$ cat config.mk
export PLATFORM = sky130hd
export DESIGN_NAME = crp16_alu_mc
export DESIGN_NICKNAME = d
export VERILOG_FILES = /design/src/rtl/crp16_alu_mc.sv
export SDC_FILE = /design/constraint.sdc
export NUM_CORES = 1
export LEC_CHECK = 0
export ABC_AREA = 1
export BUFFER_PORTS_ARGS = -buffer_cell sky130_fd_sc_hd__buf_2
export CAP_MARGIN = 40
export CORE_ASPECT_RATIO = 1.4
export CORE_MARGIN = 2
export CORE_UTILIZATION = 40
export CTS_CLUSTER_DIAMETER = 80
export CTS_CLUSTER_SIZE = 12
export DETAILED_ROUTE_END_ITERATION = 10
export GPL_ROUTABILITY_DRIVEN = 1
export PLACE_DENSITY = 0.65
export SYNTH_ARGS = -nofsm -noshare
export SYNTH_HDL_FRONTEND = slang
export SYNTH_SLANG_ARGS = --single-unit
$ cat constraint.sdc
create_clock -name clock -period 3.62 [get_ports clock]
set_clock_uncertainty 0.2 [all_clocks]
set_input_delay 0.905 -clock clock [delete_from_list [all_inputs] [get_ports clock]]
set_output_delay 0.905 -clock clock [all_outputs]
set_load 0.03 [all_outputs]
$ cat src/rtl/crp16_alu_mc.sv
// CRP16 ALU with single-cycle arithmetic, logic and shift operations and an
// iterative shift-and-add unsigned multiplier that keeps busy high while it runs.
module crp16_alu_mc #(
    parameter int WIDTH = 16
) (
    input  logic             clock,
    input  logic             reset,
    input  logic [WIDTH-1:0] x,
    input  logic [WIDTH-1:0] y,
    input  logic [3:0]       select,
    input  logic             start,
    output logic             busy,
    output logic             done,
    output logic [WIDTH-1:0] alu_out,
    output logic             v,
    output logic             c,
    output logic             n,
    output logic             z
);

    localparam int SHW = $clog2(WIDTH);
    localparam logic [3:0] OP_MULU = 4'b0101;

    typedef enum logic {IDLE, MUL} state_t;

    state_t               state, state_next;
    logic                 accept;
    logic                 mul_last;
    logic [2*WIDTH-1:0]   mul_a;
    logic [WIDTH-1:0]     mul_b;
    logic [2*WIDTH-1:0]   acc;
    logic [2*WIDTH-1:0]   acc_next;
    logic [SHW-1:0]       count;

    logic [WIDTH:0]       sum_add;
    logic [WIDTH:0]       sum_sub;
    logic [SHW-1:0]       sh;
    logic [WIDTH-1:0]     res;
    logic                 res_v, res_c, res_n;

    always_ff @(posedge clock or posedge reset) begin
        if (reset) state <= IDLE;
        else       state <= state_next;
    end

    always_comb begin
        state_next = state;
        busy       = 1'b0;
        accept     = 1'b0;
        mul_last   = 1'b0;
        case (state)
            IDLE: begin
                if (start) begin
                    accept = 1'b1;
                    if (select == OP_MULU) state_next = MUL;
                end
            end
            MUL: begin
                busy = 1'b1;
                if (count == SHW'(WIDTH - 1)) begin
                    mul_last   = 1'b1;
                    state_next = IDLE;
                end
            end
            default: state_next = IDLE;
        endcase
    end

    // Single-cycle result and flags, computed straight from the inputs being accepted.
    always_comb begin
        res     = '0;
        res_v   = 1'b0;
        res_c   = 1'b0;
        res_n   = 1'b0;
        sh      = y[SHW-1:0];
        sum_add = {1'b0, x} + {1'b0, y};
        sum_sub = {1'b0, x} + {1'b0, ~y} + {{WIDTH{1'b0}}, 1'b1};
        case (select)
            4'b0000: {res_c, res} = sum_add;
            4'b0001: {res_c, res} = sum_sub;
            4'b0010: begin
                res   = sum_add[WIDTH-1:0];
                res_n = res[WIDTH-1];
                res_v = (x[WIDTH-1] == y[WIDTH-1]) && (res[WIDTH-1] != x[WIDTH-1]);
            end
            4'b0011: begin
                res   = sum_sub[WIDTH-1:0];
                res_n = res[WIDTH-1];
                res_v = (x[WIDTH-1] != y[WIDTH-1]) && (res[WIDTH-1] != x[WIDTH-1]);
            end
            4'b0100: res = {{(WIDTH-1){1'b0}}, (x < y)};
            4'b0110: res = {{(WIDTH-1){1'b0}}, ($signed(x) < $signed(y))};
            4'b1000: res = x & y;
            4'b1001: res = x | y;
            4'b1010: res = x ^ y;
            4'b1011: res = ~x;
            4'b1100: res = x << sh;
            4'b1101: res = x >> sh;
            4'b1110: res = $signed(x) >>> sh;
            default: res = '0;
        endcase
    end

    assign acc_next = mul_b[0] ? (acc + mul_a) : acc;

    // Multiplier operands are latched at accept so later input changes are harmless.
    always_ff @(posedge clock or posedge reset) begin
        if (reset) begin
            mul_a   <= '0;
            mul_b   <= '0;
            acc     <= '0;
            count   <= '0;
            alu_out <= '0;
            v       <= 1'b0;
            c       <= 1'b0;
            n       <= 1'b0;
            z       <= 1'b0;
            done    <= 1'b0;
        end else begin
            done <= 1'b0;
            if (accept) begin
                if (select == OP_MULU) begin
                    mul_a <= {{WIDTH{1'b0}}, x};
                    mul_b <= y;
                    acc   <= '0;
                    count <= '0;
                end else begin
                    alu_out <= res;
                    v       <= res_v;
                    c       <= res_c;
                    n       <= res_n;
                    z       <= (res == '0);
                    done    <= 1'b1;
                end
            end else if (busy) begin
                acc   <= acc_next;
                mul_a <= mul_a << 1;
                mul_b <= mul_b >> 1;
                count <= count + SHW'(1);
                if (mul_last) begin
                    alu_out <= acc_next[WIDTH-1:0];
                    v       <= 1'b0;
                    c       <= |acc_next[2*WIDTH-1:WIDTH];
                    n       <= 1'b0;
                    z       <= (acc_next[WIDTH-1:0] == '0);
                    done    <= 1'b1;
                end
            end
        end
    end

endmodule

==> results.toml, run 1 <==
[cts]
cts_sinks = 106
clk_pin_slew_worst_paths_ps = 70
cts_buffers = 9
clk_latency_ps = 360
ctsHtreeMaxLevel = 3
cts_tree = "yes"
root_buffer = "clkbuf_16"
cts_buffer_depth = 2

[synth]
async_reset_ff_share_pct = 100
synth_area_leaders = "nand2_1, dfrtp_1, nand3_1"
yosysSeqAreaShare_pct = 22.3
syn-cell-area_sq_um = 11900
synth_top_cell_area_share_pct = 23.6
yosysWarnings = 0
synth.distinct_cells = 43
synth-seq-cells = 106
syn_nets = 2184
synth_edf_count = 0
synth_largest_area_cell = "nand2_1"
synthFlopType = "dfrtp_1"
netlist_instances = 2059
postSynthAreaPerCell_sq_um = 5.77

[setup_path]
crit_chain = "buf_2 -> inv_1 -> ha_1 -> fa_1 -> inv_1 -> nand3_1 -> nand3_2 -> nand2_1 -> nand2_1 -> o21ai_1 -> nor2_2 -> nand2_1 -> nor2_1 -> nand2_1 -> nor2_1 -> nand4_1 -> a21oi_1"
critPathMaxFanout = 5
crit_path_max_incr_delay_ps = 400
startpoint_type = "input port"
cp_top_family = "simple AND/OR/NAND/NOR gates"
critical_path_class = "in2reg"
arrival_ps = 3500
path_common_cell = "nand2_1"
rrSetupSlack_ps = 480
end_kind = "flop"
slowest_stage = "fa_1"
crit_buf_inv = 3
crit_required_ps = 3700

[run_status]
status = "finished, final reports clean"

[drt]
drc_errors = 0
num_vias = 13500
avgViaCountPerCell = 5.36
ant_nets = 0
drt-initial-drc-count = 960
wl_per_cell_microns = 18.8
first_pass_iters = 6
wl_microns = 47400

[pwr]
vdd_drop_max_v = 0.000409
p_leak_nw = 7.49
powerDensity_nw_per_um2 = 688

[final_layout]
drive_above_1_share_pct = 8.88
fin_cells = 2520
diodes = 0
nNetsFinal = 2261
final_cell_mix = "nand2_1, inv_1, nand3_1, nor2_1, dfrtp_1"
final.fill_count = 3267
area_growth_pct = 11.1
final_common_cell = "nand2_1"

[sta]
fmax_mhz = 293
min_period_over_period_pct = 94.3
rsz0062_at_grt = "no"
slew_viol_final = 0
finalSetupViolCount = 0
fin_crit_ps = 3420
tightest_slew_ps = 815
hold_viol_final = 0
hold_ws_ps = 305
relSlewSlack_pct = 45.6

[placed_design]
gp_congestion = 1.01
hpwl_microns = 38900
dp_cells = 2505
io_buffer_count = 60

[global_routing]
grt_max_degree = 84
grt_antenna_before_repair = 0
grt_pass1_wl_microns = 73800
track_usage_pct = 31.0
grt_pass1_vias = 13300
overflow = 0

[job]
drv_cap = 0

[floorplan]
initial_core_util_pct = 40.6
core-area_sq_um = 29300
die_y_microns = 208
die-area_sq_um = 31100
io_pins = 61
row_count = 74
fp.dieW_microns = 150

[min_path]
min_path_type = "reg2reg"
path summary, 6_finish.rpt:
kind | depth (start not counted) | startpoint | end
hold reg to reg | 2 | alu_out[2] | alu_out[2]
max in group asynchronous | 3 | reset | acc[7]
min in group asynchronous | 2 | reset | acc[0]
setup / recovery | 17 | x[0] | z
setup reg to reg | 16 | mul_a[0] | c
hold / removal | 2 | alu_out[2] | alu_out[2]
cell usage after synthesis, types with 6 or more instances:
| library cell | instances |
|---|---|
| nand2_1 | 747 |
| inv_1 | 300 |
| nand3_1 | 227 |
| nor2_1 | 203 |
| dfrtp_1 | 106 |
| ha_1 | 83 |
| o21ai_0 | 60 |
| a21oi_1 | 52 |
| a31oi_1 | 43 |
| buf_2 | 36 |
| o22ai_1 | 34 |
| clkbuf_1 | 25 |
| nand4_1 | 24 |
| a22o_1 | 15 |
| nor3_1 | 12 |
| xor2_1 | 10 |
| or2_2 | 9 |
| nand2_2 | 7 |
| nand3b_1 | 6 |
what timing repair did:
action	4_1_cts	5_1_grt
setup buffers	0	0
hold buffers	0	0
setup endpoints to repair	0	1
gates resized for setup	0	2
sequential cells by signal, indices dropped and copies added (netlist names), 4 cells and up:
| name | cells |
|---|---|
| acc | 32 |
| alu_out | 16 |
| count | 4 |
| mul_a | 32 |
| mul_b | 16 |
per-stage QoR:
stage / area, sq um / setup WS (ps) / TNS [ps] / util, % / power (mW)
5_1_grt: 13200 / 6.13 / 0 / 45.1 / 10.0
6_report: 13200 / 205 / 0 / 45.1 / 9.09
4_1_cts: 13200 / 90.1 / 0 / 45.1 / 9.08
2_1_floorplan: 11900 / 135 / 0 / - / 6.32
3_3_place_gp: 12900 / -232 / -232 / 44.2 / 8.03
3_5_place_dp: 12900 / -278 / -278 / 44.2 / 8.12
tightest hold or removal path, stage by stage (launching register included):
cell and delay [ps]:
dfrtp_1 360, nand2_1 60, nand2_1 60
kinds of logic (layout without fill, tap and decap cells):
logic type      count (synthesis)  after routing  synth area share [%]
compound gates                222            222                  11.0
xor+xnor                       13             13                 0.958
flops                         106            106                  22.3
simple gates                 1254           1254                  43.8
fa+ha+maj                      86             86                  9.24
buf+inv                       378            459                  12.7
power by group:
group / leakage (nW) / switching, mW / internal (mW)
clock: 0.130 / 0.437 / 0.483
sequential: 1.30 / 0.398 / 1.72
combinational: 6.06 / 4.05 / 2.00
total: 7.49 / 4.89 / 4.20
metal layers:
layer / track usage, % / vias up / routed length (microns)
met4: 20.0 / 0 / 3560
met3: 2.46 / 125 / 2360
met2: 53.4 / 477 / 23000
met5: 0 / - / 0
met1: 36.5 / 6220 / 18500
li1: - / 6694 / -
cell type report:
cell class,instances,area [sq um],share of cell area (%)
Inverter,306,1150,8.75
Sequential cell,106,2650,20.1
Clock buffer,13,250,1.90
Tap cell,380,475,3.60
Timing Repair Buffer,138,911,6.90
Clock inverter,2,13.8,0.104
Multi-Input combinational cell,1575,7740,58.7
Note: power is estimated with default switching activity, not from simulation.
==> run 2, diff against run 1 <==
--- a/config.mk
+++ b/config.mk
@@ -8,14 +8,14 @@
 export ABC_AREA = 1
 export BUFFER_PORTS_ARGS = -buffer_cell sky130_fd_sc_hd__buf_2
 export CAP_MARGIN = 40
-export CORE_ASPECT_RATIO = 1.4
+export CORE_ASPECT_RATIO = 0.6
 export CORE_MARGIN = 2
 export CORE_UTILIZATION = 40
 export CTS_CLUSTER_DIAMETER = 80
 export CTS_CLUSTER_SIZE = 12
 export DETAILED_ROUTE_END_ITERATION = 10
 export GPL_ROUTABILITY_DRIVEN = 1
-export PLACE_DENSITY = 0.65
+export PLACE_DENSITY = 0.63
 export SYNTH_ARGS = -nofsm -noshare
 export SYNTH_HDL_FRONTEND = slang
 export SYNTH_SLANG_ARGS = --single-unit
==> constraint.sdc (replaced) <==
create_clock -name clock -period 4.3 [get_ports clock]
set_clock_uncertainty 0.2 [all_clocks]
set_input_delay 1.075 -clock clock [delete_from_list [all_inputs] [get_ports clock]]
set_output_delay 1.075 -clock clock [all_outputs]
set_load 0.03 [all_outputs]
==> results.toml, run 2 (same netlist as run 1, synthesis figures left out) <==
[final_layout]
nNetsFinal = 2221
top_regs = "acc: 32 flops, mul_a: 32 flops"
area_growth_pct = 9.13
final_common_cell = "nand2_1"
final_cell_mix = "nand2_1, inv_1, nand3_1, nor2_1, dfrtp_1"
final.fill_count = 3213
diodes = 0
final_area_sq_um = 13000
drive_above_1_share_pct = 7.23

[sta]
timing.setup.tns_ps = 0
slew_viol_final = 0
min_period_over_period_pct = 86.6
rsz0062_at_grt = "no"
hold_viol_final = 0
fin_ws_ps = 577
fmax_mhz = 269
fin_crit_ps = 3720
relSlewSlack_pct = 40.6
tightest_slew_ps = 891
finalSetupViolCount = 0

[placed_design]
gp_congestion = 1.01
pre_cts_slack_ps = 318
hpwl_microns = 41400
io_buffer_count = 60
place_area_sq_um = 12600

[drt]
drt-initial-drc-count = 1910
drc_errors = 0
avgViaCountPerCell = 5.56
num_vias = 13900
wl_microns = 51100
ant_nets = 0
first_pass_iters = 6
wl_per_cell_microns = 20.4

[min_path]
min_path_type = "reg2reg"

[setup_path]
critical_path_class = "in2reg"
crit_path_max_incr_delay_ps = 500
critPathMaxFanout = 21
crit_required_ps = 4410
crit_chain = "buf_2 -> ha_1 -> fa_1 -> nand3_1 -> nand3_1 -> nand3_1 -> nand3_1 -> nand2_1 -> nand3_1 -> nand2_1 -> nor2_1 -> nand2_1 -> nor2_1 -> nand4_1 -> a21oi_1"
arrival_ps = 3830
startpoint_type = "input port"
end_kind = "flop"
path_common_cell = "nand3_1"
slowest_stage = "ha_1"

[run_status]
status = "finished, final reports clean"

[floorplan]
die_y_microns = 138
core-area_sq_um = 29000
row_count = 48
fp.dieW_microns = 227
io_pins = 61
initial_core_util_pct = 41.0
die-area_sq_um = 31200

[pwr]
p_leak_nw = 7.32
vdd_drop_max_v = 0.000383
powerDensity_nw_per_um2 = 626

[global_routing]
track_usage_pct = 33.2
grt_pass1_wl_microns = 75700
grt_antenna_before_repair = 2
overflow = 0
grt_pass1_vias = 12000
grt_max_degree = 84

[cts]
cts_buffers = 9
cts_buffer_depth = 2
ctsResizeCount = 0
clk_latency_ps = 380
postCtsHoldBufs = 0
root_buffer = "clkbuf_16"
postCtsSetupRepairBufs = 0
cts_sinks = 106
cts_tree = "yes"
clk_pin_slew_worst_paths_ps = 90
ctsHtreeMaxLevel = 3

[job]
drv_cap = 0
[run 2: critical path, delay by kind of cell]
kind	cells	cell delay, ps
simple gates	11	1260
fa+ha+maj	2	960
buf+inv	1	380
compound gates	1	150
[run 2: area by class of cell]
type                    count  area [sq um]  area share [%]
clock buffers              10           239            1.84
clock inverters             6          92.6           0.714
inverters                 306          1150            8.89
multi-input cells        1575          7740            59.6
flip-flops and latches    106          2650            20.4
well taps                 400           500            3.86
repair buffers             98           598            4.61
[run 2: report_power, final]
part           switching, mW  total (mW)  internal [mW]
sequential             0.347        1.80           1.45
clock                  0.450       0.937          0.487
combinational           3.77        5.39           1.62
total                   4.57        8.12           3.55
[run 2: final timing paths]
check | startpoint | end | slack [ps] | cells past startpoint
worst max register to register | mul_a[2] | c | 700 | 19
worst min register to register | alu_out[2] | alu_out[2] | 290 | 2
max in group asynchronous | reset | mul_a[0] | 2540 | 3
worst max-delay path | y[0] | z | 580 | 15
min in group asynchronous | reset | mul_b[8] | 600 | 2
worst min-delay path | alu_out[2] | alu_out[2] | 290 | 2
[run 2: metal layers]
layer / track usage (%) / vias to the layer above / share of wire [%] / wire length, microns
met3: 11.3 / 43 / 15 / 7450
met4: 3.98 / 0 / 1.1 / 537
met1: 55.3 / 6474 / 51 / 26000
met5: 0 / - / 0 / 0
met2: 39.2 / 776 / 33 / 17100
li1: - / 6610 / - / -
[run 2: metrics by stage]
| step | power, mW | util [%] | hold WS, ps | cells |
|---|---|---|---|---|
| CTS | 7.94 | 44.7 | 292 | 2501 |
| global placement | 6.92 | 43.6 | 262 | 2485 |
| detailed placement | 6.97 | 43.6 | 266 | 2485 |
| global route | 8.74 | 44.7 | 325 | 2501 |
| floorplan | 5.32 | - | 253 | 2059 |
| finish | 8.12 | 44.7 | 286 | 2501 |
